### config.mk
export PLATFORM = sky130hd
export DESIGN_NAME = demo04
export DESIGN_NICKNAME = d
export VERILOG_FILES = /design/src/rtl/demo04.sv
export SDC_FILE = /design/constraint.sdc
export NUM_CORES = 1
export LEC_CHECK = 0
export ABC_CLOCK_PERIOD_IN_PS = 900
export BUFFER_PORTS_ARGS = -buffer_cell sky130_fd_sc_hd__buf_2
export CAP_MARGIN = 5
export CORE_AREA = 4 4 41 43
export DETAILED_ROUTE_END_ITERATION = 6
export DIE_AREA = 0 0 45 47
export HOLD_SLACK_MARGIN = 0.15
export MAX_ROUTING_LAYER = met4
export PLACE_DENSITY = 0.42
export SYNTH_ARGS = -nofsm -noshare
export SYNTH_HDL_FRONTEND = slang
export SYNTH_SLANG_ARGS = --single-unit
### constraint.sdc
create_clock -name clk -period 0.9 [get_ports clk]
set_clock_uncertainty 0.15 [all_clocks]
set_input_delay 0.18 -clock clk [delete_from_list [all_inputs] [get_ports clk]]
set_output_delay 0.18 -clock clk [all_outputs]
set_load 0.05 [all_outputs]
### src/rtl/demo04.sv
// demo04: registered priority encoder with enable.
//
// Each rising clk edge samples the request vector In. When enabled and at
// least one request is active, Y gets the index of the winning request and
// Done goes high. Otherwise both are cleared, so Y=0/Done=0 always means
// "nothing". The result appears exactly one clock after the inputs are
// sampled.
//
// Parameters:
//   WIDTH     number of request inputs (power of two, >= 2)
//   LSB_FIRST 0: highest set index wins; 1: lowest set index wins
//   YW        encoded index width, derived as $clog2(WIDTH)
//
// Ports:
//   clk   system clock, rising edge
//   rst_n asynchronous active-low reset, clears Y and Done
//   EN    encoder enable, sampled each edge
//   In    request vector, bit i = request i active
//   Y     registered index of the winning request
//   Done  registered flag, high when Y holds a valid index
module demo04 #(
    parameter int unsigned WIDTH     = 8,
    parameter bit          LSB_FIRST = 1'b0,
    localparam int unsigned YW       = $clog2(WIDTH)
) (
    input  logic             clk,
    input  logic             rst_n,
    input  logic             EN,
    input  logic [WIDTH-1:0] In,
    output logic [YW-1:0]    Y,
    output logic             Done
);

    logic [YW-1:0] winner;
    logic          valid;

    // The scan order is chosen so the last match written is the winner:
    // ascending for highest-index priority, descending for lowest-index.
    always_comb begin
        winner = '0;
        if (LSB_FIRST) begin
            for (int unsigned i = WIDTH; i > 0; i--) begin
                if (In[i-1]) begin
                    winner = YW'(i - 1);
                end
            end
        end else begin
            for (int unsigned i = 0; i < WIDTH; i++) begin
                if (In[i]) begin
                    winner = YW'(i);
                end
            end
        end
    end

    assign valid = EN & (|In);

    always_ff @(posedge clk or negedge rst_n) begin
        if (!rst_n) begin
            Y    <= '0;
            Done <= 1'b0;
        end else if (valid) begin
            Y    <= winner;
            Done <= 1'b1;
        end else begin
            Y    <= '0;
            Done <= 1'b0;
        end
    end

endmodule

# After elaboration in Yosys (flattened, before gate mapping)
# Cells that the tools add are included.
dict set report op_classes {
  n_mux 9
  bitwise_logic 1
  n_reduce_logical 1
}
# op count
set op_table {}
lappend op_table {{$mux 3} 6}
lappend op_table {{$reduce_or 8->1} 1}
lappend op_table {{$mux 1} 2}
lappend op_table {{$mux 2} 1}
lappend op_table {{$and 1x1->1} 1}
dict set report word_totals {
  reg_bits 4
  inputBits 11
  elab_cells 13
}

# Depth between registers and ports, before layout
dict set report logic_depth {
  word_depth 8
  depth_mapped 3
  mapped_depth_nobuf 3
}

# Worst setup path before layout
# Ideal clock, no wire load.
dict set report synth_path {
  kind {input-to-reg}
  from {input port In[5]}
  to {register Y[0]}
  setup_ps 130
  arrival_time_ps 699
  slack_ps -79
  cell_stages 3
  cell_sequence {nor4_2 a31oi_1 a21boi_0}
}
dict set report synth_between {
  word_cells_on_any_way 6
  cone_classes {4 x mux; 1 x bitwise; 1 x reduce/logical}
}
# element line_no
set synth_lines {}
lappend synth_lines {{start: declaration} 29} ;# input logic [WIDTH-1:0] In,
lappend synth_lines {{$reduce_or 8->1} 56} ;# assign valid = EN & (|In);
lappend synth_lines {{$and 1x1->1} 56}
lappend synth_lines {{net valid} 35} ;# logic valid;
lappend synth_lines {{$mux 3} 62} ;# end else if (valid) begin
lappend synth_lines {{end signal: assignment} 63} ;# Y <= winner;
lappend synth_lines {{end: declaration} 30} ;# output logic [YW-1:0] Y,
# The timed path passes the listed nets, and every way through them passes these cells.

# Worst setup path in the final report
dict set report layout_path {
  from {register Y[1]}
  to {output port Y[1]}
}
# No word-level cell between the ends.

==> flow_metrics.env <==
export IMPL_grt_usage=0.0679
export IMPL_antenna_found_initial=0
export IMPL_internal_power_uw=440
export IMPL_hp_class="input port to flip-flop"
export IMPL_required_ps=570
export IMPL_setup_violations=4
export IMPL_violations="setup timing"
export IMPL_slew_headroom=0.847
export IMPL_area_growth_pct=134
export IMPL_stdcell_count=59
export IMPL_hpwl_um=451
export IMPL_cap_viol_max_count=0
export IMPL_syn_inst=18
export IMPL_pre_cts_ws_ps=-259
export IMPL_start_util=0.138
export IMPL_cts_tree="yes"
export IMPL_grt_pass1_wl_um=972
export IMPL_ir_worst_vdd_uv=403
export IMPL_clock_sinks=4
export IMPL_routed_wl_um=531
export IMPL_pwr_share_seq=0.331
export IMPL_path_buf_inv=1
export IMPL_n_antenna_cell=0
export IMPL_dieArea_sq_um=2120
export IMPL_syn_area_sq_um=179
export IMPL_critical_path_max_stage_delay_ps=390
export IMPL_critPathArrivalTime_ps=770
export IMPL_place_port_buffers=14
export IMPL_drc=0
export IMPL_core_sq_um=1300
export IMPL_avgViaCountPerCell=3.75
export IMPL_pwr_share_clk=0.399
export IMPL_cp_start_kind="flip-flop"
export IMPL_htreeDepth=1
export IMPL_drt_pre_antenna_iters=2
export IMPL_ctsHoldBuffers=1
export IMPL_syn_nets=29
export IMPL_synthDistinctLibCells=11
export IMPL_clockBufferDepth=2
export IMPL_crit_chain="buf_6"
export IMPL_root_buffer="clkbuf_4"
export IMPL_synthTopCellsByArea="dfrtp_1 (56%), nor2_1 (8.4%), nor4_2 (7.0%)"
export IMPL_tns_ps=-772
export IMPL_synth_top_area_frac=0.559
export IMPL_swShare=0.266
export IMPL_outcome="finished, violations left"
export IMPL_final_max_slew_viol_count=0
export IMPL_drive_above_1_share=0.659
export IMPL_period_share=1.22
export IMPL_io_pins=15
export IMPL_synth_seq_area_share=0.559
export IMPL_power_density_nw_per_um2=1430
export IMPL_slowest_stage="dfrtp_2"
export IMPL_synth_area_per_cell_sq_um=9.94
export IMPL_first_global_vias=260
export IMPL_fin_nets=56
export IMPL_path_max_fanout=1
export IMPL_dr_first_iter_drc_count=3
export IMPL_synth_seq_cells=4
export IMPL_synth_area_leader_cell="dfrtp_1"
export IMPL_place_inst=52
export IMPL_period_needed_ps=1100
export IMPL_final_area_sq_um=418
export IMPL_critical_path_top_delay_family="flip-flops"
export IMPL_die_w_um=45
export IMPL_p_leak_nw=0.202
export IMPL_worst_slack_ps=-201
export IMPL_yosysWarnings=0
export IMPL_p_sw_uw=160
export IMPL_worst_pin_slew_ps=227
export IMPL_drt_wirelength_per_cell_um=9.00
export IMPL_cts_made_buffers=3
export IMPL_place_area_sq_um=318
export IMPL_hold_viol_final=0
export IMPL_rsz0062_at_grt="yes"
export IMPL_die_h_um=47
export IMPL_critPathKind="flip-flop to primary output"
export IMPL_ant_nets=0
export IMPL_place_congestion=0.771
export IMPL_grt_max_degree=5
export IMPL_clk_pin_slew_ps=40
export IMPL_grt_ovfl_total=0
export IMPL_comb_power_share=0.270
export IMPL_endpoint_kind="primary output"
export IMPL_core_rowCount=13
export IMPL_max_freq_mhz=908
export IMPL_vias=221
[synth_stat cells, drive strengths merged]
library cell,n
a31oi,1
inv,2
nor4,1
dfrtp,4
o21ai,1
o31a,1
nor2b,1
nor3,1
nor2,4
a21oi,1
a21boi,1
[metal layers]
metal  part of all wire  GRT usage  vias up
li1                   -          -      113
met1               0.37     0.0709       93
met2               0.44      0.105       15
met3               0.18     0.0230        0
met4                  0     0.0526        0
met5                  0          -        -
[worst paths after layout]
path | startpoint | endpoint | slack, ps | cells past startpoint
max in group asynchronous | rst_n | Done$_DFF_PN0_ | 330 | 2
max | Y[1]$_DFF_PN0_ | Y[1] | -200 | 1
min in group asynchronous | rst_n | Y[1]$_DFF_PN0_ | 130 | 2
min | EN | Y[1]$_DFF_PN0_ | 40 | 2
[what timing repair did]
item / 4_1_cts / 5_1_grt
gates resized for setup: 14 / 1
buffers inserted: 3 / 0
hold endpoints to repair: 7 / 2
cloned: 0 / 0
setup endpoints to repair: 5 / 7
pin swaps: 2 / 2
[stage by stage]
step                       util  hold slack (ps)  power [mW]
after CTS                 0.324             26.3       0.615
after floorplan               -             -266       0.260
after global routing      0.321             30.4       0.632
after detailed placement  0.244             -161       0.326
after global placement    0.244             -166       0.324
final                     0.321             36.8       0.600
[placed cells by master (no fill, tap or decap)]
| cell | instances |
|---|---|
| dfrtp_2 | 3 |
| buf_8 | 2 |
| nor4_4 | 1 |
| a21boi_2 | 1 |
| o31a_1 | 1 |
| buf_6 | 4 |
| buf_4 | 7 |
| a31oi_1 | 1 |
| dlygate4sd3_1 | 1 |
| nor2b_1 | 1 |
| dfrtp_1 | 1 |
| nor2_1 | 4 |
| a21oi_1 | 1 |
| nor3_1 | 1 |
| inv_1 | 2 |
| clkbuf_4 | 3 |
| buf_2 | 8 |
| o21ai_0 | 1 |
| clkbuf_1 | 1 |
[area by class of cell]
cell class / count / area, sq um
clock buffers: 4 / 26.3
fillers: 146 / 883
inverters: 2 / 7.51
multi-input cells: 12 / 83.8
flip-flops and latches: 4 / 104
well taps: 15 / 18.8
repair buffers: 22 / 178
[power groups by stage]
| stage | clock network (mW) | logic, mW | registers [mW] |
|---|---|---|---|
| after floorplan | 0 | 0.0200 | 0.240 |
| after global placement | 0 | 0.126 | 0.197 |
| after detailed placement | 0 | 0.128 | 0.198 |
| after CTS | 0.254 | 0.163 | 0.199 |
| after global routing | 0.258 | 0.175 | 0.200 |
| final | 0.239 | 0.162 | 0.198 |
[cell families (layout without fill, tap and decap cells)]
group | Yosys count | after routing | share of synthesized area
and+or+nand+nor | 7 | 7 | 0.217
AOI/OAI and AO/OA | 5 | 5 | 0.182
DFF | 4 | 4 | 0.559
buffers and inverters | 2 | 28 | 0.0420
[registers in the layout (all words and copies together), names as in the netlist]
| name | cells |
|---|---|
| Done | 1 |
| Y | 3 |
(Power assumes the default switching activity.)
